--- src/rtl/tqvp_stevej_wdt_reset_ctl_if.sv ---
// Peripheral register bus between the TinyQV core and the watchdog reset controller.
// The controller sits on the slave side; the core or bench drives the master side.
interface tqvp_stevej_wdt_reset_ctl_if;
    logic [5:0]  address;
    logic [31:0] data_in;
    logic [1:0]  data_write_n;
    logic [1:0]  data_read_n;
    logic [31:0] data_out;
    logic        data_ready;

    modport slave (
        input  address,
        input  data_in,
        input  data_write_n,
        input  data_read_n,
        output data_out,
        output data_ready
    );

    modport master (
        output address,
        output data_in,
        output data_write_n,
        output data_read_n,
        input  data_out,
        input  data_ready
    );
endinterface

--- src/rtl/tqvp_stevej_wdt_reset_ctl.sv ---
// Watchdog escalation stage: turns a sustained bark into a grace countdown and then a
// fixed-width active-low reset pulse, with sticky status and a saturating bite counter.
//
//  state   | meaning
//  --------+--------------------------------------------------------------
//  IDLE    | waiting for an enabled expiry or a forced bite
//  WARN    | grace countdown running; pat, expiry drop or disable cancels
//  BITE    | o_wdt_rst_n held low for PULSE_LEN cycles
//  HOLDOFF | pulse done; wait for expiry to drop before re-arming
module tqvp_stevej_wdt_reset_ctl #(
    parameter int PULSE_LEN = 16,
    parameter int CNT_W     = 8,
    parameter int GRACE_RST = 1000
) (
    input  logic                          clk,
    input  logic                          rst_n,
    input  logic                          i_wdt_expired,
    input  logic                          i_wdt_pat,
    tqvp_stevej_wdt_reset_ctl_if.slave    bus,
    output logic                          o_wdt_rst_n,
    output logic                          o_irq
);

    typedef enum logic [1:0] {
        ST_IDLE    = 2'd0,
        ST_WARN    = 2'd1,
        ST_BITE    = 2'd2,
        ST_HOLDOFF = 2'd3
    } state_t;

    localparam logic [5:0]  A_CTRL     = 6'h10;
    localparam logic [5:0]  A_GRACE    = 6'h11;
    localparam logic [5:0]  A_STATUS   = 6'h12;
    localparam logic [5:0]  A_CLEAR    = 6'h13;
    localparam logic [31:0] PULSE_LAST = 32'(PULSE_LEN - 1);
    localparam logic [31:0] GRACE_INIT = 32'(GRACE_RST);

    state_t             r_state;
    logic [31:0]        r_cnt;
    logic [31:0]        r_grace;
    logic               r_enable;
    logic               r_bark_sticky;
    logic               r_bite_sticky;
    logic [CNT_W-1:0]   r_bite_cnt;

    logic               w_wr;
    logic               w_wr_ctrl;
    logic               w_wr_grace;
    logic               w_wr_clear;
    logic               w_force;
    logic               w_bark_clr;
    logic               w_cancel;
    logic [CNT_W-1:0]   w_bite_cnt_inc;
    logic [31:0]        w_grace_next;
    logic [31:0]        w_status;
    logic [31:0]        w_rdata;
    logic               w_unused;

    assign w_wr       = (bus.data_write_n != 2'b11);
    assign w_wr_ctrl  = w_wr && (bus.address == A_CTRL);
    assign w_wr_grace = w_wr && (bus.address == A_GRACE);
    assign w_wr_clear = w_wr && (bus.address == A_CLEAR);
    assign w_force    = w_wr_ctrl && bus.data_in[2];
    assign w_bark_clr = (w_wr_ctrl && bus.data_in[1]) || w_wr_clear;
    assign w_cancel   = i_wdt_pat || !i_wdt_expired || !r_enable;

    assign w_bite_cnt_inc = (r_bite_cnt == {CNT_W{1'b1}}) ? r_bite_cnt
                                                           : r_bite_cnt + 1'b1;

    // Sub-word writes only replace the written lanes of GRACE.
    always_comb begin
        w_grace_next = r_grace;
        case (bus.data_write_n)
            2'b00:   w_grace_next[7:0]  = bus.data_in[7:0];
            2'b01:   w_grace_next[15:0] = bus.data_in[15:0];
            2'b10:   w_grace_next       = bus.data_in;
            default: w_grace_next       = r_grace;
        endcase
    end

    // Status/clear updates come first so that FSM-driven sticky sets below override them.
    always_ff @(posedge clk) begin
        if (!rst_n) begin
            r_state       <= ST_IDLE;
            r_cnt         <= '0;
            r_grace       <= GRACE_INIT;
            r_enable      <= 1'b0;
            r_bark_sticky <= 1'b0;
            r_bite_sticky <= 1'b0;
            r_bite_cnt    <= '0;
            o_wdt_rst_n   <= 1'b1;
        end else begin
            if (w_wr_ctrl)  r_enable <= bus.data_in[0];
            if (w_wr_grace) r_grace  <= w_grace_next;
            if (w_bark_clr) r_bark_sticky <= 1'b0;
            if (w_wr_clear) begin
                r_bite_sticky <= 1'b0;
                r_bite_cnt    <= '0;
            end

            case (r_state)
                ST_IDLE: begin
                    if (w_force) begin
                        r_state       <= ST_BITE;
                        r_cnt         <= PULSE_LAST;
                        r_bite_sticky <= 1'b1;
                        r_bite_cnt    <= w_bite_cnt_inc;
                        o_wdt_rst_n   <= 1'b0;
                    end else if (r_enable && i_wdt_expired) begin
                        r_state       <= ST_WARN;
                        r_cnt         <= r_grace;
                        r_bark_sticky <= 1'b1;
                    end
                end
                ST_WARN: begin
                    if (w_force || (!w_cancel && r_cnt == '0)) begin
                        r_state       <= ST_BITE;
                        r_cnt         <= PULSE_LAST;
                        r_bite_sticky <= 1'b1;
                        r_bite_cnt    <= w_bite_cnt_inc;
                        o_wdt_rst_n   <= 1'b0;
                    end else if (w_cancel) begin
                        r_state <= ST_IDLE;
                    end else begin
                        r_cnt <= r_cnt - 32'd1;
                    end
                end
                ST_BITE: begin
                    if (r_cnt == '0) begin
                        r_state     <= ST_HOLDOFF;
                        o_wdt_rst_n <= 1'b1;
                    end else begin
                        r_cnt <= r_cnt - 32'd1;
                    end
                end
                ST_HOLDOFF: begin
                    if (!i_wdt_expired) r_state <= ST_IDLE;
                end
                default: begin
                    r_state     <= ST_IDLE;
                    o_wdt_rst_n <= 1'b1;
                end
            endcase
        end
    end

    always_comb begin
        w_status               = '0;
        w_status[8 +: CNT_W]   = r_bite_cnt;
        w_status[3]            = r_bite_sticky;
        w_status[2]            = r_bark_sticky;
        w_status[1:0]          = r_state;
    end

    always_comb begin
        w_rdata = '0;
        case (bus.address)
            A_CTRL:   w_rdata = {31'b0, r_enable};
            A_GRACE:  w_rdata = r_grace;
            A_STATUS: w_rdata = w_status;
            default:  w_rdata = '0;
        endcase
    end

    assign bus.data_out   = w_rdata;
    assign bus.data_ready = 1'b1;
    assign o_irq          = r_bark_sticky;

    // Reads have no side effects, so the read strobe is not needed.
    assign w_unused = ^bus.data_read_n;

endmodule

--- src/flat_wrapper.sv ---
// flat-port wrapper written by rule: the top's interface ports become plain ports
module tqvp_stevej_wdt_reset_ctl_flat 
#(
    parameter int PULSE_LEN = 16,
    parameter int CNT_W     = 8,
    parameter int GRACE_RST = 1000
)
  (clk, rst_n, i_wdt_expired, i_wdt_pat, o_wdt_rst_n, o_irq, bus_address, bus_data_in, bus_data_write_n, bus_data_read_n, bus_data_out, bus_data_ready);
  tqvp_stevej_wdt_reset_ctl_if bus_i ();
  input  logic clk;
  input  logic rst_n;
  input  logic i_wdt_expired;
  input  logic i_wdt_pat;
  output logic o_wdt_rst_n;
  output logic o_irq;
  input wire logic [$bits(bus_i.address)-1:0] bus_address;
  input wire logic [$bits(bus_i.data_in)-1:0] bus_data_in;
  input wire logic [$bits(bus_i.data_write_n)-1:0] bus_data_write_n;
  input wire logic [$bits(bus_i.data_read_n)-1:0] bus_data_read_n;
  output wire logic [$bits(bus_i.data_out)-1:0] bus_data_out;
  output wire logic [$bits(bus_i.data_ready)-1:0] bus_data_ready;
  assign bus_i.address = bus_address;
  assign bus_i.data_in = bus_data_in;
  assign bus_i.data_write_n = bus_data_write_n;
  assign bus_i.data_read_n = bus_data_read_n;
  assign bus_data_out = bus_i.data_out;
  assign bus_data_ready = bus_i.data_ready;
  tqvp_stevej_wdt_reset_ctl #(.PULSE_LEN(PULSE_LEN), .CNT_W(CNT_W), .GRACE_RST(GRACE_RST)) u_core (.clk(clk), .rst_n(rst_n), .i_wdt_expired(i_wdt_expired), .i_wdt_pat(i_wdt_pat), .bus(bus_i), .o_wdt_rst_n(o_wdt_rst_n), .o_irq(o_irq));
endmodule
--- config.mk ---
export PLATFORM = sky130hd
export DESIGN_NAME = tqvp_stevej_wdt_reset_ctl_flat
export DESIGN_NICKNAME = d
export VERILOG_FILES = /design/src/rtl/tqvp_stevej_wdt_reset_ctl_if.sv /design/src/rtl/tqvp_stevej_wdt_reset_ctl.sv /design/src/flat_wrapper.sv
export SDC_FILE = /design/constraint.sdc
export NUM_CORES = 1
export LEC_CHECK = 0
export ABC_AREA = 1
export BUFFER_PORTS_ARGS = -buffer_cell sky130_fd_sc_hd__buf_4
export CAP_MARGIN = 30
export CORE_MARGIN = 2
export CORE_UTILIZATION = 60
export CTS_BUF_LIST = sky130_fd_sc_hd__clkbuf_2
export CTS_CLUSTER_SIZE = 24
export DETAILED_ROUTE_END_ITERATION = 6
export GPL_TIMING_DRIVEN = 0
export HOLD_SLACK_MARGIN = 0.1
export PLACE_DENSITY = 0.84
export SYNTH_ARGS = -nofsm -noshare
export SYNTH_HDL_FRONTEND = slang
export SYNTH_SLANG_ARGS = --single-unit
--- constraint.sdc ---
create_clock -name clk -period 2.3 [get_ports clk]
set_input_delay 0.69 -clock clk [delete_from_list [all_inputs] [get_ports clk]]
set_output_delay 0.69 -clock clk [all_outputs]
set_load 0.03 [all_outputs]
-- Yosys cells after proc, flatten, opt, wreduce, memory -nomap -nowiden
Index checks and enable logic that the tools add are counted.
- flip-flop bits (word level): 78
- reduce and logical (&&, ||, !) cells: 26
- add/sub/neg operators: 2
- equality and inequality tests: 19
- mux-type cells: 31
- operators by type and width (kind ; count):
    32-bit one-hot mux with 3 select lines ; 2
    32-bit 2-to-1 mux ; 5
    32-bit zero test ; 1
    8-bit 2-to-1 mux ; 4
    32-bit by 1-bit subtractor with 32-bit output, second input constant ; 1
    6-bit by 5-bit == test with 1-bit output, second input constant ; 4
    8-bit one-hot mux with 2 select lines ; 1
    2-bit 2-to-1 mux ; 6
    4-bit AND reduction ; 3
    1-bit 2-to-1 mux ; 10
    8-bit by 1-bit adder with 8-bit output, second input constant ; 1
    8-bit == test, second input constant ; 1
    2-bit one-hot mux with 4 select lines ; 1
    1-bit logical AND ; 7
    2-bit == test, second input constant ; 3
    2-bit by 1-bit inequality test with 1-bit output, second input constant ; 3
    2-bit inequality test, second input constant ; 3
    3-bit by 1-bit inequality test with 1-bit output, second input constant ; 2
    2-bit AND reduction ; 3
    2-bit by 1-bit == test with 1-bit output, second input constant ; 2
    2-bit zero test ; 2
    1-bit logical OR ; 4
    1-bit zero test ; 3
    3-bit inequality test, second input constant ; 1
    other kinds (5) ; 5

-- Longest topological paths before layout
- depth in word-level cells: 8
- gate-level depth with buffers: 14

-- Worst setup path before layout
Ideal clock, no wire load.
- path kind: in2out
- from: input bus_address[4]
- to: output bus_data_out[10]
- slack: -0.184 ns
- arrival time: 1.794 ns
- data required time: 1.610 ns
- cell stages on the path: 7
- path buffers: 1
- cell sequence: inv_1 > nor2_1 > nand2_1 > inv_2 > nand2_1 > clkbuf_1 > o22ai_1
- cells in the longest elaborated chain, start to end: 2
- elaborated cells between the ends (all ways): 4
- classes of those cells: eq/ne: 3; mux: 1
- RTL lines (what ; RTL line ; source):
    start: declaration ; flat_wrapper.sv:16 ; input wire logic [$bits(bus_i.address)-1:0] bus_address;
    6-bit by 5-bit == test with 1-bit output ; tqvp_stevej_wdt_reset_ctl.sv:157 ; case (bus.address)
    32-bit one-hot mux with 3 select lines * ; tqvp_stevej_wdt_reset_ctl.sv:157 ;
    end: declaration ; flat_wrapper.sv:20 ; output wire logic [$bits(bus_i.data_out)-1:0] bus_data_out;
Mark *: on every way between the ends. The rest lies on a longest branch, timed or not.

-- Final worst setup path
- from: input bus_address[2]
- to: output bus_data_out[12]
The elaborated chain is that of the path after synthesis.

==> impl_metrics.env <==
export IMPL_antenna_left=0
export IMPL_drc=0
export IMPL_cp_cell_sequence="buf_8 > nor2_4 > nand2_2 > inv_4 > nand2_8 > clkbuf_16 > o22ai_4 > buf_6"
export IMPL_powerDensity_mw_per_mm2=1160
export IMPL_synth_simple_gate_area_share_pct=40.2
export IMPL_cts_tree="built"
export IMPL_worstRegToRegCells=8
export IMPL_finalCritPeriodShare_pct=104
export IMPL_swShare_pct=54.1
export IMPL_final_util_pct=78.5
export IMPL_yosys_area_top_type="dfxtp_1"
export IMPL_cts_buffers=9
export IMPL_hold_viol_final=0
export IMPL_synthDistinctLibCells=37
export IMPL_critPathArrivalTime_ps=1710
export IMPL_ir_worst_vdd_mv=0.702
export IMPL_cell_internal_pwr_uw=3620
export IMPL_switchingPower_uw=4260
export IMPL_place_area_mm2=0.00616
export IMPL_worstPathRequired_ps=1610
export IMPL_die_h_um=98.1
export IMPL_holdBufCountCts=0
export IMPL_drive_above_1_share_pct=20.0
export IMPL_drt_vias_per_instance=5.95
export IMPL_final_cell_area_mm2=0.00678
export IMPL_syn_area_mm2=0.00532
export IMPL_place_congestion=0.968
export IMPL_multi_input_area_mm2=0.00342
export IMPL_p_leak_uw=0.00310
export IMPL_die_area_mm2=0.00963
export IMPL_fmax_ghz=0.417
export IMPL_period_needed_ps=2400
export IMPL_worst_slew_pin_slew_ps=746
export IMPL_synth_xor_xnor_area_share_pct=2.80
export IMPL_drv_slew=0
export IMPL_muxShareOfSynthArea_pct=0
export IMPL_route_met3_wl_um=1590
export IMPL_reg2reg_slack_ps=130
export IMPL_path_clk_slew_ps=260
export IMPL_crit_type="input pin to output pin"
export IMPL_critPathMaxStageDelay_ps=190
export IMPL_synthAdderAreaFrac_pct=2.12
export IMPL_drv_cap=0
export IMPL_clock_path_buffers=2
export IMPL_die_w_um=98.1
export IMPL_hp_class="input pin to register"
export IMPL_floorplan_io_pins=81
export IMPL_synth_top_area_share_pct=29.4
export IMPL_ys_warnings_count=0
export IMPL_synth_cells=877
export IMPL_routed_wl_um=19100
export IMPL_cts_max_level=3
export IMPL_portBuffers=76
export IMPL_overflow=0
export IMPL_final_fill_count=639
export IMPL_avgSynthCellArea_um2=6.06
export IMPL_synth_top_family_by_area="simple AND/OR/NAND/NOR gates"
export IMPL_syn2layout_area_growth_pct=27.4
export IMPL_grt_total_usage_pct=37.3
export IMPL_seqPwrFrac_pct=25.3
export IMPL_seq_area_frac_synth_pct=29.4
export IMPL_layout_nets=1027
export IMPL_slowest_stage="clkbuf_16"
export IMPL_dp_cells=1061
export IMPL_hold_path_depth=3
export IMPL_ys_top_cells_by_area="dfxtp_1 (29%), nand2_1 (12%), nor2_1 (10%)"
export IMPL_layout_setup_ws_ps=-97.8
export IMPL_grt_max_degree=15
export IMPL_post_drt_wl_per_cell_um=17.6
export IMPL_met1_length_um=6770
export IMPL_met2_length_um=9740
export IMPL_vias=6453
export IMPL_clock_sinks=78
export IMPL_finalNonFillerCells=1085
export IMPL_seqCellArea_mm2=0.00156
export IMPL_drtIter0Drc=685
export IMPL_startpoint_type="input pin"
export IMPL_status="finished with violations"
export IMPL_setup_viol=17
export IMPL_synth_seq_cells=78
export IMPL_antenna_found_initial=0
export IMPL_top_layer="met4"
export IMPL_slew_headroom_pct=50.3
export IMPL_syn_num_nets=932
export IMPL_violations="setup timing"
export IMPL_start_util_pct=61.6
export IMPL_hpwl_um=13200
export IMPL_clk_latency_ps=570
export IMPL_grt_pass1_vias=6176
export IMPL_clock_skew_ps=43.9
export IMPL_dr_pass1_iters=6
export IMPL_coreArea_mm2=0.00864
export IMPL_rsz0062_at_grt="yes"
export IMPL_root_buffer="clkbuf_2"
export IMPL_grt_pass1_wl_um=28800
export IMPL_worstPathMaxFanout=8
export IMPL_critPathCaptureType="output pin"
export IMPL_clock_power_share_pct=11.5
export IMPL_hold_slack_ps=311
export IMPL_synth_compound_area_share_pct=13.5
export IMPL_rows=34
export IMPL_p_comb_share_pct=63.1
export IMPL_diodes=0
## cell usage after synthesis (all sizes together)
| library cell | instances |
|---|---|
| xnor2 | 5 |
| nand3 | 105 |
| o211ai | 6 |
| o21ai | 52 |
| clkbuf | 24 |
| a21oi | 65 |
| nand2 | 187 |
| a22oi | 1 |
| ha | 9 |
| dfxtp | 78 |
| inv | 115 |
| o22ai | 10 |
| nor2 | 152 |
| nand4 | 9 |
| o221ai | 1 |
| a31oi | 1 |
| xor2 | 12 |
| clkinv | 1 |
| conb | 1 |
| buf | 18 |
| nand3b | 1 |
| nor3 | 20 |
| or2 | 4 |
## cell usage in the layout, fill, tap and decap left out, drive strengths merged, types with 4 or more instances in the layout
master and instances:
nand2 187, nor2 152, inv 117, nand3 105, buf 102, dfxtp 78, a21oi 65, o21ai 52
clkbuf 34, nor3 20, xor2 12, o22ai 10, nand4 9, ha 9, o211ai 6, xnor2 5
or2 4
## critical path: cells and delay by family
family                 cells  cell delay, ps
AND/OR/NAND/NOR            3             300
buffers and inverters      4             560
AO/OA/AOI/OAI              1             160
## power by group through the flow
stage	clock network, uW	registers, uW	logic (uW)
floorplan	0	1930	3620
global route	952	2030	5460
CTS	895	1970	4770
global placement	0	1990	4620
detailed placement	0	2000	4730
finish	908	1990	4970
## layout make-up
type | count | area share, %
buffer | 41 | 3.97
clock buffer | 10 | 0.739
clock inverter | 6 | 1.37
inverter | 116 | 6.46
multi-input combinational | 641 | 50.4
sequential | 78 | 23.1
tap | 108 | 1.99
timing repair buffer | 85 | 12.0
## cells by family (layout without fill, tap and decap cells)
family	Yosys count	in the layout
flip-flops	78	78
AO/OA/AOI/OAI	136	136
adder cells (fa/ha/maj)	9	9
other	1	1
buffers and inverters	158	258
AND/OR/NAND/NOR	478	478
XOR/XNOR	17	17
## state kept, by name (all words and copies together) (netlist names)
name	cells
u_core.r_enable	1
u_core.r_bite_cnt	8
u_core.r_bite_sticky	1
u_core.r_state	2
u_core.o_wdt_rst_n	1
u_core.o_irq	1
u_core.r_grace	32
u_core.r_cnt	32
## per-layer routing
layer / GRT usage (%) / up-vias
met4: 22.9 / 0
met1: 42.7 / 2953
met5: 0 / -
met3: 5.30 / 99
li1: - / 3004
met2: 65.4 / 397
## metrics by stage
stage	setup TNS, ps	total power (uW)	worst slack, ps
after floorplan	-1900	5550	-86.6
after global placement	-8350	6610	-303
after detailed placement	-11360	6730	-341
after CTS	-721	7640	-58.9
after global routing	-1380	8440	-113
final	-885	7870	-97.8
## worst paths after layout
check,from,end
worst min-delay path,bus_data_in[9],u_core.r_grace[9]
worst min register to register,u_core.o_wdt_rst_n,u_core.o_wdt_rst_n
worst max-delay path,bus_address[2],bus_data_out[12]
worst max register to register,u_core.r_state[1],u_core.o_wdt_rst_n
## timing repair
action,CTS,global route
setup buffers,3,2
endpoints found under the setup margin,48,54
hold endpoints to repair,0,0
gates cloned,2,2
pin swaps,6,6
gates resized for setup,32,69
No activity file was read; power rests on OpenSTA's default activity.
